$ cat src/rtl/tl_a_arb2_if.sv
// rtl/tl_a_arb2_if.sv - upstream/downstream TileLink-UL A/D bundle for the 2:1 arbiter
// The arbiter takes the master modport; the environment around it takes slave.
interface tl_a_arb2_if #(
   parameter int DATA_W = 32,
   parameter int ADDR_W = 9
);
   logic              a0_valid;
   logic              a0_ready;
   logic [2:0]        a0_opcode;
   logic [2:0]        a0_param;
   logic [1:0]        a0_size;
   logic              a0_source;
   logic [ADDR_W-1:0] a0_address;
   logic [3:0]        a0_mask;
   logic [DATA_W-1:0] a0_data;
   logic              a0_corrupt;

   logic              a1_valid;
   logic              a1_ready;
   logic [2:0]        a1_opcode;
   logic [2:0]        a1_param;
   logic [1:0]        a1_size;
   logic              a1_source;
   logic [ADDR_W-1:0] a1_address;
   logic [3:0]        a1_mask;
   logic [DATA_W-1:0] a1_data;
   logic              a1_corrupt;

   logic              out_a_valid;
   logic              out_a_ready;
   logic [2:0]        out_a_opcode;
   logic [2:0]        out_a_param;
   logic [1:0]        out_a_size;
   logic [1:0]        out_a_source;
   logic [ADDR_W-1:0] out_a_address;
   logic [3:0]        out_a_mask;
   logic [DATA_W-1:0] out_a_data;
   logic              out_a_corrupt;

   logic              out_d_valid;
   logic              out_d_ready;
   logic [2:0]        out_d_opcode;
   logic [1:0]        out_d_size;
   logic [1:0]        out_d_source;
   logic [DATA_W-1:0] out_d_data;
   logic              out_d_denied;
   logic              out_d_corrupt;

   logic              d0_valid;
   logic              d0_ready;
   logic [2:0]        d0_opcode;
   logic [1:0]        d0_size;
   logic              d0_source;
   logic [DATA_W-1:0] d0_data;
   logic              d0_denied;
   logic              d0_corrupt;

   logic              d1_valid;
   logic              d1_ready;
   logic [2:0]        d1_opcode;
   logic [1:0]        d1_size;
   logic              d1_source;
   logic [DATA_W-1:0] d1_data;
   logic              d1_denied;
   logic              d1_corrupt;

   logic              sel;
   logic              busy;

   modport master (
      input  a0_valid, a0_opcode, a0_param, a0_size, a0_source, a0_address, a0_mask, a0_data, a0_corrupt,
      output a0_ready,
      input  a1_valid, a1_opcode, a1_param, a1_size, a1_source, a1_address, a1_mask, a1_data, a1_corrupt,
      output a1_ready,
      output out_a_valid, out_a_opcode, out_a_param, out_a_size, out_a_source, out_a_address,
             out_a_mask, out_a_data, out_a_corrupt,
      input  out_a_ready,
      input  out_d_valid, out_d_opcode, out_d_size, out_d_source, out_d_data, out_d_denied, out_d_corrupt,
      output out_d_ready,
      output d0_valid, d0_opcode, d0_size, d0_source, d0_data, d0_denied, d0_corrupt,
      input  d0_ready,
      output d1_valid, d1_opcode, d1_size, d1_source, d1_data, d1_denied, d1_corrupt,
      input  d1_ready,
      output sel, busy
   );

   modport slave (
      output a0_valid, a0_opcode, a0_param, a0_size, a0_source, a0_address, a0_mask, a0_data, a0_corrupt,
      input  a0_ready,
      output a1_valid, a1_opcode, a1_param, a1_size, a1_source, a1_address, a1_mask, a1_data, a1_corrupt,
      input  a1_ready,
      input  out_a_valid, out_a_opcode, out_a_param, out_a_size, out_a_source, out_a_address,
             out_a_mask, out_a_data, out_a_corrupt,
      output out_a_ready,
      output out_d_valid, out_d_opcode, out_d_size, out_d_source, out_d_data, out_d_denied, out_d_corrupt,
      input  out_d_ready,
      input  d0_valid, d0_opcode, d0_size, d0_source, d0_data, d0_denied, d0_corrupt,
      output d0_ready,
      input  d1_valid, d1_opcode, d1_size, d1_source, d1_data, d1_denied, d1_corrupt,
      output d1_ready,
      input  sel, busy
   );
endinterface

$ cat src/rtl/tl_a_arb2.sv
// rtl/tl_a_arb2.sv - 2:1 TileLink-UL A-channel arbiter, round-robin with burst lock
// D responses are steered back by the requester bit carried in source[1].
module tl_a_arb2 #(
   parameter int DATA_W = 32,
   parameter int ADDR_W = 9
) (
   input logic        clock,
   input logic        reset_n,
   tl_a_arb2_if.master bus
);
   typedef enum logic {IDLE, BURST} state_t;

   state_t            r_state;
   state_t            w_state_nxt;
   logic              r_rr;
   logic              r_owner;
   logic              r_sel;
   logic [1:0]        r_beats_left;
   logic              w_rr_nxt;
   logic              w_owner_nxt;
   logic [1:0]        w_beats_nxt;

   logic              w_sel;
   logic              w_fire;
   logic              w_a_valid;
   logic [2:0]        w_a_opcode;
   logic [1:0]        w_a_size;
   logic [1:0]        w_beats_m1;
   logic [ADDR_W-1:0] w_a_address;
   logic [DATA_W-1:0] w_a_data;

   // Grant is forced to requester 0 while reset is held so nothing leaks out.
   always_comb begin
      w_sel = r_sel;
      if (!reset_n)
         w_sel = 1'b0;
      else if (r_state == BURST)
         w_sel = r_owner;
      else if (bus.a0_valid && bus.a1_valid)
         w_sel = r_rr;
      else if (bus.a0_valid)
         w_sel = 1'b0;
      else if (bus.a1_valid)
         w_sel = 1'b1;
   end

   assign w_a_valid   = reset_n & (w_sel ? bus.a1_valid : bus.a0_valid);
   assign w_a_opcode  = w_sel ? bus.a1_opcode  : bus.a0_opcode;
   assign w_a_size    = w_sel ? bus.a1_size    : bus.a0_size;
   assign w_a_address = w_sel ? bus.a1_address : bus.a0_address;
   assign w_a_data    = w_sel ? bus.a1_data    : bus.a0_data;
   assign w_fire      = w_a_valid & bus.out_a_ready;

   assign w_beats_m1 = (w_a_opcode < 3'd4 && w_a_size > 2'd2) ?
                       2'((3'd1 << (w_a_size - 2'd2)) - 3'd1) : 2'd0;

   assign bus.out_a_valid   = w_a_valid;
   assign bus.out_a_opcode  = w_a_opcode;
   assign bus.out_a_param   = w_sel ? bus.a1_param   : bus.a0_param;
   assign bus.out_a_size    = w_a_size;
   assign bus.out_a_source  = {w_sel, (w_sel ? bus.a1_source : bus.a0_source)};
   assign bus.out_a_address = w_a_address;
   assign bus.out_a_mask    = w_sel ? bus.a1_mask    : bus.a0_mask;
   assign bus.out_a_data    = w_a_data;
   assign bus.out_a_corrupt = w_sel ? bus.a1_corrupt : bus.a0_corrupt;
   assign bus.a0_ready      = reset_n & ~w_sel & bus.out_a_ready;
   assign bus.a1_ready      = reset_n &  w_sel & bus.out_a_ready;
   assign bus.sel           = w_sel;
   assign bus.busy          = (r_state == BURST);

   always_comb begin
      w_state_nxt = r_state;
      w_rr_nxt    = r_rr;
      w_owner_nxt = r_owner;
      w_beats_nxt = r_beats_left;
      case (r_state)
         IDLE: begin
            if (w_fire) begin
               if (w_beats_m1 == 2'd0) begin
                  w_rr_nxt = ~w_sel;
               end else begin
                  w_owner_nxt = w_sel;
                  w_beats_nxt = w_beats_m1;
                  w_state_nxt = BURST;
               end
            end
         end
         BURST: begin
            if (w_fire) begin
               w_beats_nxt = r_beats_left - 2'd1;
               if (r_beats_left == 2'd1) begin
                  w_state_nxt = IDLE;
                  w_rr_nxt    = ~r_owner;
               end
            end
         end
         default: w_state_nxt = IDLE;
      endcase
   end

   always_ff @(posedge clock or negedge reset_n) begin
      if (!reset_n) begin
         r_state      <= IDLE;
         r_rr         <= 1'b0;
         r_owner      <= 1'b0;
         r_beats_left <= 2'd0;
         r_sel        <= 1'b0;
      end else begin
         r_state      <= w_state_nxt;
         r_rr         <= w_rr_nxt;
         r_owner      <= w_owner_nxt;
         r_beats_left <= w_beats_nxt;
         r_sel        <= w_sel;
      end
   end

   assign bus.out_d_ready = bus.out_d_source[1] ? bus.d1_ready : bus.d0_ready;

   assign bus.d0_valid   = bus.out_d_valid & ~bus.out_d_source[1];
   assign bus.d0_opcode  = bus.out_d_opcode;
   assign bus.d0_size    = bus.out_d_size;
   assign bus.d0_source  = bus.out_d_source[0];
   assign bus.d0_data    = bus.out_d_data;
   assign bus.d0_denied  = bus.out_d_denied;
   assign bus.d0_corrupt = bus.out_d_corrupt;

   assign bus.d1_valid   = bus.out_d_valid & bus.out_d_source[1];
   assign bus.d1_opcode  = bus.out_d_opcode;
   assign bus.d1_size    = bus.out_d_size;
   assign bus.d1_source  = bus.out_d_source[0];
   assign bus.d1_data    = bus.out_d_data;
   assign bus.d1_denied  = bus.out_d_denied;
   assign bus.d1_corrupt = bus.out_d_corrupt;
endmodule
$ cat src/flat_wrapper.sv
// flat-port wrapper written by rule: the top's interface ports become plain ports
module tl_a_arb2_flat 
#(
   parameter int DATA_W = 32,
   parameter int ADDR_W = 9
)
  (clock, reset_n, bus_a0_valid, bus_a0_opcode, bus_a0_param, bus_a0_size, bus_a0_source, bus_a0_address, bus_a0_mask, bus_a0_data, bus_a0_corrupt, bus_a0_ready, bus_a1_valid, bus_a1_opcode, bus_a1_param, bus_a1_size, bus_a1_source, bus_a1_address, bus_a1_mask, bus_a1_data, bus_a1_corrupt, bus_a1_ready, bus_out_a_valid, bus_out_a_opcode, bus_out_a_param, bus_out_a_size, bus_out_a_source, bus_out_a_address, bus_out_a_mask, bus_out_a_data, bus_out_a_corrupt, bus_out_a_ready, bus_out_d_valid, bus_out_d_opcode, bus_out_d_size, bus_out_d_source, bus_out_d_data, bus_out_d_denied, bus_out_d_corrupt, bus_out_d_ready, bus_d0_valid, bus_d0_opcode, bus_d0_size, bus_d0_source, bus_d0_data, bus_d0_denied, bus_d0_corrupt, bus_d0_ready, bus_d1_valid, bus_d1_opcode, bus_d1_size, bus_d1_source, bus_d1_data, bus_d1_denied, bus_d1_corrupt, bus_d1_ready, bus_sel, bus_busy);
  tl_a_arb2_if #(.DATA_W(DATA_W), .ADDR_W(ADDR_W)) bus_i ();
  input logic clock;
  input logic reset_n;
  input wire logic [$bits(bus_i.a0_valid)-1:0] bus_a0_valid;
  input wire logic [$bits(bus_i.a0_opcode)-1:0] bus_a0_opcode;
  input wire logic [$bits(bus_i.a0_param)-1:0] bus_a0_param;
  input wire logic [$bits(bus_i.a0_size)-1:0] bus_a0_size;
  input wire logic [$bits(bus_i.a0_source)-1:0] bus_a0_source;
  input wire logic [$bits(bus_i.a0_address)-1:0] bus_a0_address;
  input wire logic [$bits(bus_i.a0_mask)-1:0] bus_a0_mask;
  input wire logic [$bits(bus_i.a0_data)-1:0] bus_a0_data;
  input wire logic [$bits(bus_i.a0_corrupt)-1:0] bus_a0_corrupt;
  output wire logic [$bits(bus_i.a0_ready)-1:0] bus_a0_ready;
  input wire logic [$bits(bus_i.a1_valid)-1:0] bus_a1_valid;
  input wire logic [$bits(bus_i.a1_opcode)-1:0] bus_a1_opcode;
  input wire logic [$bits(bus_i.a1_param)-1:0] bus_a1_param;
  input wire logic [$bits(bus_i.a1_size)-1:0] bus_a1_size;
  input wire logic [$bits(bus_i.a1_source)-1:0] bus_a1_source;
  input wire logic [$bits(bus_i.a1_address)-1:0] bus_a1_address;
  input wire logic [$bits(bus_i.a1_mask)-1:0] bus_a1_mask;
  input wire logic [$bits(bus_i.a1_data)-1:0] bus_a1_data;
  input wire logic [$bits(bus_i.a1_corrupt)-1:0] bus_a1_corrupt;
  output wire logic [$bits(bus_i.a1_ready)-1:0] bus_a1_ready;
  output wire logic [$bits(bus_i.out_a_valid)-1:0] bus_out_a_valid;
  output wire logic [$bits(bus_i.out_a_opcode)-1:0] bus_out_a_opcode;
  output wire logic [$bits(bus_i.out_a_param)-1:0] bus_out_a_param;
  output wire logic [$bits(bus_i.out_a_size)-1:0] bus_out_a_size;
  output wire logic [$bits(bus_i.out_a_source)-1:0] bus_out_a_source;
  output wire logic [$bits(bus_i.out_a_address)-1:0] bus_out_a_address;
  output wire logic [$bits(bus_i.out_a_mask)-1:0] bus_out_a_mask;
  output wire logic [$bits(bus_i.out_a_data)-1:0] bus_out_a_data;
  output wire logic [$bits(bus_i.out_a_corrupt)-1:0] bus_out_a_corrupt;
  input wire logic [$bits(bus_i.out_a_ready)-1:0] bus_out_a_ready;
  input wire logic [$bits(bus_i.out_d_valid)-1:0] bus_out_d_valid;
  input wire logic [$bits(bus_i.out_d_opcode)-1:0] bus_out_d_opcode;
  input wire logic [$bits(bus_i.out_d_size)-1:0] bus_out_d_size;
  input wire logic [$bits(bus_i.out_d_source)-1:0] bus_out_d_source;
  input wire logic [$bits(bus_i.out_d_data)-1:0] bus_out_d_data;
  input wire logic [$bits(bus_i.out_d_denied)-1:0] bus_out_d_denied;
  input wire logic [$bits(bus_i.out_d_corrupt)-1:0] bus_out_d_corrupt;
  output wire logic [$bits(bus_i.out_d_ready)-1:0] bus_out_d_ready;
  output wire logic [$bits(bus_i.d0_valid)-1:0] bus_d0_valid;
  output wire logic [$bits(bus_i.d0_opcode)-1:0] bus_d0_opcode;
  output wire logic [$bits(bus_i.d0_size)-1:0] bus_d0_size;
  output wire logic [$bits(bus_i.d0_source)-1:0] bus_d0_source;
  output wire logic [$bits(bus_i.d0_data)-1:0] bus_d0_data;
  output wire logic [$bits(bus_i.d0_denied)-1:0] bus_d0_denied;
  output wire logic [$bits(bus_i.d0_corrupt)-1:0] bus_d0_corrupt;
  input wire logic [$bits(bus_i.d0_ready)-1:0] bus_d0_ready;
  output wire logic [$bits(bus_i.d1_valid)-1:0] bus_d1_valid;
  output wire logic [$bits(bus_i.d1_opcode)-1:0] bus_d1_opcode;
  output wire logic [$bits(bus_i.d1_size)-1:0] bus_d1_size;
  output wire logic [$bits(bus_i.d1_source)-1:0] bus_d1_source;
  output wire logic [$bits(bus_i.d1_data)-1:0] bus_d1_data;
  output wire logic [$bits(bus_i.d1_denied)-1:0] bus_d1_denied;
  output wire logic [$bits(bus_i.d1_corrupt)-1:0] bus_d1_corrupt;
  input wire logic [$bits(bus_i.d1_ready)-1:0] bus_d1_ready;
  output wire logic [$bits(bus_i.sel)-1:0] bus_sel;
  output wire logic [$bits(bus_i.busy)-1:0] bus_busy;
  assign bus_i.a0_valid = bus_a0_valid;
  assign bus_i.a0_opcode = bus_a0_opcode;
  assign bus_i.a0_param = bus_a0_param;
  assign bus_i.a0_size = bus_a0_size;
  assign bus_i.a0_source = bus_a0_source;
  assign bus_i.a0_address = bus_a0_address;
  assign bus_i.a0_mask = bus_a0_mask;
  assign bus_i.a0_data = bus_a0_data;
  assign bus_i.a0_corrupt = bus_a0_corrupt;
  assign bus_a0_ready = bus_i.a0_ready;
  assign bus_i.a1_valid = bus_a1_valid;
  assign bus_i.a1_opcode = bus_a1_opcode;
  assign bus_i.a1_param = bus_a1_param;
  assign bus_i.a1_size = bus_a1_size;
  assign bus_i.a1_source = bus_a1_source;
  assign bus_i.a1_address = bus_a1_address;
  assign bus_i.a1_mask = bus_a1_mask;
  assign bus_i.a1_data = bus_a1_data;
  assign bus_i.a1_corrupt = bus_a1_corrupt;
  assign bus_a1_ready = bus_i.a1_ready;
  assign bus_out_a_valid = bus_i.out_a_valid;
  assign bus_out_a_opcode = bus_i.out_a_opcode;
  assign bus_out_a_param = bus_i.out_a_param;
  assign bus_out_a_size = bus_i.out_a_size;
  assign bus_out_a_source = bus_i.out_a_source;
  assign bus_out_a_address = bus_i.out_a_address;
  assign bus_out_a_mask = bus_i.out_a_mask;
  assign bus_out_a_data = bus_i.out_a_data;
  assign bus_out_a_corrupt = bus_i.out_a_corrupt;
  assign bus_i.out_a_ready = bus_out_a_ready;
  assign bus_i.out_d_valid = bus_out_d_valid;
  assign bus_i.out_d_opcode = bus_out_d_opcode;
  assign bus_i.out_d_size = bus_out_d_size;
  assign bus_i.out_d_source = bus_out_d_source;
  assign bus_i.out_d_data = bus_out_d_data;
  assign bus_i.out_d_denied = bus_out_d_denied;
  assign bus_i.out_d_corrupt = bus_out_d_corrupt;
  assign bus_out_d_ready = bus_i.out_d_ready;
  assign bus_d0_valid = bus_i.d0_valid;
  assign bus_d0_opcode = bus_i.d0_opcode;
  assign bus_d0_size = bus_i.d0_size;
  assign bus_d0_source = bus_i.d0_source;
  assign bus_d0_data = bus_i.d0_data;
  assign bus_d0_denied = bus_i.d0_denied;
  assign bus_d0_corrupt = bus_i.d0_corrupt;
  assign bus_i.d0_ready = bus_d0_ready;
  assign bus_d1_valid = bus_i.d1_valid;
  assign bus_d1_opcode = bus_i.d1_opcode;
  assign bus_d1_size = bus_i.d1_size;
  assign bus_d1_source = bus_i.d1_source;
  assign bus_d1_data = bus_i.d1_data;
  assign bus_d1_denied = bus_i.d1_denied;
  assign bus_d1_corrupt = bus_i.d1_corrupt;
  assign bus_i.d1_ready = bus_d1_ready;
  assign bus_sel = bus_i.sel;
  assign bus_busy = bus_i.busy;
  tl_a_arb2 #(.DATA_W(DATA_W), .ADDR_W(ADDR_W)) u_core (.clock(clock), .reset_n(reset_n), .bus(bus_i));
endmodule
$ cat config.mk
export PLATFORM = sky130hd
export DESIGN_NAME = tl_a_arb2_flat
export DESIGN_NICKNAME = d
export VERILOG_FILES = /design/src/rtl/tl_a_arb2_if.sv /design/src/rtl/tl_a_arb2.sv /design/src/flat_wrapper.sv
export SDC_FILE = /design/constraint.sdc
export NUM_CORES = 1
export LEC_CHECK = 0
export CORE_AREA = 5 5 116 118
export CTS_CLUSTER_DIAMETER = 60
export CTS_CLUSTER_SIZE = 28
export DETAILED_ROUTE_END_ITERATION = 16
export DIE_AREA = 0 0 121 123
export PLACE_DENSITY = 0.65
export SYNTH_ARGS = -nofsm -noshare
export SYNTH_HDL_FRONTEND = slang
export SYNTH_SLANG_ARGS = --single-unit
$ cat constraint.sdc
create_clock -name clock -period 2.63 [get_ports clock]
set_clock_uncertainty 0.1 [all_clocks]
set_input_delay 0.526 -clock clock [delete_from_list [all_inputs] [get_ports clock]]
set_output_delay 0.526 -clock clock [all_outputs]
set_load 0.05 [all_outputs]
==> flow_summary.ini, run 1 <==
[synthesis]
yosys-top-cells-area = buf_4 (33%), mux2_2 (16%), mux2_4 (14%)
yosysMostFrequentCell = buf_4
async_reset_ff_share_pct = 100
syn-cell-area_mm2 = 0.00185
yosys_warnings = 0
netlist.area_leader.share_pct = 33.3
synth_cell_types = 37
avgSynthCellArea_um2 = 9.15
synth_seq_area_share_pct = 8.12
synth_cells = 202
ys_ff_latch = 6
synth_edf_count = 0
yosysTopAreaCell = buf_4
ys_top_cells_by_count = buf_4 (82), mux2_2 (26), mux2_4 (17), mux2_1 (14), nand2_1 (8)
synth_nets = 362
synth_flop_cell = dfrtp_1

[routing]
wl_per_cell_um = 17.0
top_layer_used = met4
viasPerCell = 3.70
met3_wirelength_um = 965
drc = 0
dr.first_iter.drc_count = 29
finalWirelength_um = 8460
drt-met1-wl_um = 3040
first_pass_iters = 4
vias = 1838
ant_nets = 0
routed-wl-met2_um = 4300

[cts]
clk_pin_slew_ps = 30
cts_max_level = 1
clock_latency_ps = 230
tritoncts = done
cts_inserted_buffers = 3
numClockSinks = 6
cts-root-buf = clkbuf_16
clockBufferDepth = 2

[sta]
layout_min_cycle_time_ps = 2570
fmax_mhz = 389
finalSetupTns_ps = 0
max_slew.worst_pin.slew_ps = 500
fin_crit_sh_pct = 97.9
setup_viol = 0
max-slew-margin-rel_pct = 66.6
report.final.slew_viol_count = 0
rsz0062_at_grt = no
finalHoldViolCount = 0

[setup_path]
critical_path_class = flip-flop to output pin
critPathLaunchType = flip-flop
end_kind = output pin
path_max_fanout = 6
cp-startpoint = u_core.r_sel
cp.required_ps = 2000
critPathArrivalTime_ps = 1950
crit-reg2reg-launch = u_core.bus.busy

[placed_design]
gp_congestion = 0.863
dpl.hpwl_um = 7390
placed_area_mm2 = 0.00350
io_buffers = 182

[finish]
area_growth_syn_to_layout_pct = 121
fill_cells = 1247
multi_input_area_mm2 = 0.00113
layout-drive-gt1-share_pct = 49.5
regArea_um2 = 151
antennaDiodeCount = 0
nets = 487
final_cell_area_mm2 = 0.00408

[floorplanning]
num_rows = 41
dieWidth_um = 121
start_util_pct = 14.9
core_mm2 = 0.0124
boundaryPins = 303
die_h_um = 123
die-area_mm2 = 0.0149

[power]
p_leak_nw = 1.71
p_per_area_mw_per_mm2 = 410
ir_drop_mv = 0.148

[hold_path]
hold_class = primary input to async pin

[global_routing]
grt.overflow.total = 0
grt_max_degree = 13
antenna_found_initial = 0
grt_pass1_wl_um = 12500
grtUsageTotal_pct = 10.9
grt_pass1_vias = 2197

[job]
cap_violations = 0

[status]
status = finished, final reports clean
-- metrics by stage --
| stage | std cells | power [mW] | worst slack (ps) | hold slack (ps) | util, % |
|---|---|---|---|---|---|
| floorplan | 202 | 1.05 | 150 | 130 | - |
| global placement | 480 | 1.24 | -352 | 398 | 28.3 |
| detailed placement | 480 | 1.24 | -346 | 409 | 28.3 |
| CTS | 496 | 1.67 | 3.37 | 284 | 32.7 |
| global route | 497 | 1.73 | 0.264 | 310 | 33.0 |
| finish | 497 | 1.67 | 56.5 | 293 | 33.0 |
-- cells by family after synthesis --
kind of cell	Yosys count	synth area share (%)
AOI/OAI and AO/OA	16	7.92
buffers and inverters	94	36.8
and+or+nand+nor	25	6.64
muxes	60	39.8
adders and majority gates	1	0.677
DFF	6	8.12
-- where the power goes --
group          internal [mW]  leakage, nW  switching [mW]
sequential             0.105       0.0699          0.0109
clock                  0.195       0.0370          0.0470
combinational          0.689         1.61           0.628
total                  0.989         1.71           0.685
-- final timing paths --
kind | depth (start not counted) | end | slack [ps]
min in group clock | 2 | u_core.r_beats_left[1] | 410
max in group asynchronous | 2 | u_core.r_owner | 2000
worst max register to register | 5 | u_core.r_rr | 760
worst min-delay path | 2 | u_core.r_beats_left[1] | 290
worst min register to register | 2 | u_core.r_beats_left[1] | 410
worst max-delay path | 8 | bus_out_a_address[6] | 60
-- state kept, by name (all words and copies together) (netlist names) --
name	cells
u_core.r_rr	1
u_core.bus.busy	1
u_core.r_beats_left	2
u_core.r_sel	1
u_core.r_owner	1
-- per-layer routing --
layer	vias up	global-route usage [%]
met5	-	0
met4	0	3.33
met3	13	4.39
met2	132	19.7
met1	822	11.8
li1	871	-
-- placed cells by master, fill, tap and decap left out, drive strengths merged, types with 2 or more instances in the layout --
| master | n |
|---|---|
| clkdlybuf4s50 | 116 |
| buf | 91 |
| mux2 | 57 |
| nand2 | 8 |
| dfrtp | 6 |
| inv | 5 |
| nor2 | 4 |
| clkbuf | 4 |
| mux2i | 3 |
| a211oi | 2 |
| and2 | 2 |
| nor3 | 2 |
| nor2b | 2 |
| nand3 | 2 |
-- final cells by class --
type | count | share of cell area [%]
clock buffers | 3 | 1.84
repair buffers | 209 | 61.1
multi-input cells | 102 | 27.6
inverters | 5 | 0.460
flip-flops and latches | 6 | 3.71
well taps | 172 | 5.27
-- worst max-delay path, stage by stage (launching register included) --
cell       delay (ps)
dfrtp_1           360
nor2b_4           130
o2111ai_4         210
nand2_4           100
buf_4             150
buf_12            140
buf_16            140
mux2_1            330
buf_6             160
-- what timing repair did --
action / CTS / global route
hold buffers: 0 / 0
pin swaps: 2 / 2
gates resized for setup: 84 / 11
endpoints found under the setup margin: 58 / 29
gates cloned: 4 / 1
buffers inserted: 9 / 0
Power figures use the tool's default switching activity.
==> run 2, diff against run 1 <==
--- a/config.mk
+++ b/config.mk
@@ -11,6 +11,7 @@
 export DETAILED_ROUTE_END_ITERATION = 16
 export DIE_AREA = 0 0 121 123
 export PLACE_DENSITY = 0.65
+export REMOVE_ABC_BUFFERS = 1
 export SYNTH_ARGS = -nofsm -noshare
 export SYNTH_HDL_FRONTEND = slang
 export SYNTH_SLANG_ARGS = --single-unit
==> flow_summary.ini, run 2 (synthesis results as in run 1) <==
[status]
status = finished, final reports clean

[cts]
cts_max_level = 1
clk_pin_slew_ps = 30
ctsHoldBuffers = 0
cts_inserted_buffers = 3
tritoncts = done
clockBufferDepth = 2
cts-root-buf = clkbuf_16
numClockSinks = 6
clock_latency_ps = 230

[setup_path]
critical_path.most_common_cell = buf_12
max_stage_delay_ps = 360
cp_slowest_cell = dfrtp_1
critPathArrivalTime_ps = 1900
end_kind = output pin
path_max_fanout = 7
critPathLaunchType = flip-flop
worstPathCellList = nor2b_2, o2111ai_2, nand2_4, buf_12, buf_4, mux2_4, buf_12
critical_path_class = flip-flop to output pin
cp.required_ps = 2000

[job]
cap_violations = 0

[hold_path]
hold_class = primary input to async pin

[finish]
largest_register = u_core.r_beats_left
final_cells = 496
layout-drive-gt1-share_pct = 47.2
fill_cells = 1256
nets = 486
final_cell_area_mm2 = 0.00393
mostFrequentLayoutCells = clkdlybuf4s50_1 (116), mux2_4 (32), buf_4 (31)
final_common_cell = clkdlybuf4s50_1
antennaDiodeCount = 0
largest_register_ffs = 2
area_growth_syn_to_layout_pct = 113

[floorplanning]
die-area_mm2 = 0.0149
die_h_um = 123
start_util_pct = 14.9
boundaryPins = 303
num_rows = 41
core_mm2 = 0.0124
dieWidth_um = 121

[sta]
finalHoldViolCount = 0
rsz0062_at_grt = no
fmax_mhz = 395
finalSetupTns_ps = 0
fin_crit_sh_pct = 96.2
setup_viol = 0
report.final.slew_viol_count = 0
layout_min_cycle_time_ps = 2530
max_slew.worst_pin.slew_ps = 497
max-slew-margin-rel_pct = 66.7

[global_routing]
grt_max_degree = 21
grt_pass1_wl_um = 14900
grt.overflow.total = 0
grt.met1_usage_pct = 16.7
grt_pass1_vias = 2250
grtUsageTotal_pct = 13.6
grtUsageMet2_pct = 17.7
antenna_found_initial = 0
busiest_layer = met2
met3_usage_pct = 10.8

[power]
p_per_area_mw_per_mm2 = 406
p_leak_nw = 1.66
ir_drop_mv = 0.163

[placed_design]
gp_congestion = 0.782
placedCellCount = 484
io_buffers = 182
placed_area_mm2 = 0.00353
dpl.hpwl_um = 8810

[routing]
first_pass_iters = 4
ant_nets = 0
vias = 2031
wl_per_cell_um = 22.2
finalWirelength_um = 11000
dr.first_iter.drc_count = 93
drc = 0
viasPerCell = 4.09
-- run 2: cell count changes in the layout (fill, tap and decap cells not counted), sizes merged --
cell and delta:
buf -1, clkbuf +1, clkdlybuf4s18 -1
-- run 2: area by class of cell --
type / count / area, um^2 / share of cell area [%]
multi-input cells: 102 / 1090 / 27.7
flip-flops and latches: 6 / 151 / 3.85
well taps: 172 / 215 / 5.47
inverters: 5 / 18.8 / 0.477
repair buffers: 208 / 2380 / 60.6
clock buffers: 3 / 75.1 / 1.91
-- run 2: metrics by stage --
| step | utilization, % | total power [mW] | setup slack [ps] | hold slack, ps |
|---|---|---|---|---|
| floorplan | - | 0.716 | -1880 | 130 |
| global placement | 28.5 | 1.21 | -248 | 393 |
| CTS | 31.7 | 1.61 | 2.17 | 323 |
| finish | 31.8 | 1.60 | 99.0 | 164 |
| detailed placement | 28.5 | 1.22 | -268 | 423 |
| global route | 31.8 | 1.66 | 21.3 | 182 |
-- run 2: worst paths after layout --
kind,slack [ps],cells after the start,end,start
worst max register to register,870,5,u_core.r_rr,u_core.bus.busy
max in group asynchronous,2100,2,u_core.bus.busy,reset_n
min in group clock,430,2,u_core.r_beats_left[1],u_core.r_beats_left[1]
worst max-delay path,100,7,bus_out_a_data[2],u_core.r_sel
worst min register to register,430,2,u_core.r_beats_left[1],u_core.r_beats_left[1]
worst min-delay path,160,2,u_core.r_sel,reset_n
-- run 2: layer usage --
layer | share of wire, % | routed length [um]
met1 | 40 | 4440
met2 | 41 | 4530
met3 | 17 | 1880
met4 | 0.76 | 84
met5 | 0.84 | 93
-- run 2: worst max-delay path: cells and delay by family, from the launching register on --
family / cells / cell delay, ps
AND/OR/NAND/NOR: 2 / 280
multiplexers: 1 / 320
AO/OA/AOI/OAI: 1 / 230
flip-flops: 1 / 360
buffers and inverters: 3 / 480
-- run 2: what timing repair did --
action                     in CTS  in global routing
resized for setup              57                  9
pin swaps                       2                  2
gates cloned                    3                  0
setup buffers                   5                  2
setup endpoints to repair      56                 45
-- run 2: power by group --
group / total (mW) / internal (mW) / switching (mW) / leakage (nW)
Combinational: 1.23 / 0.636 / 0.591 / 1.56
Clock: 0.248 / 0.195 / 0.0531 / 0.0370
Sequential: 0.122 / 0.105 / 0.0176 / 0.0699
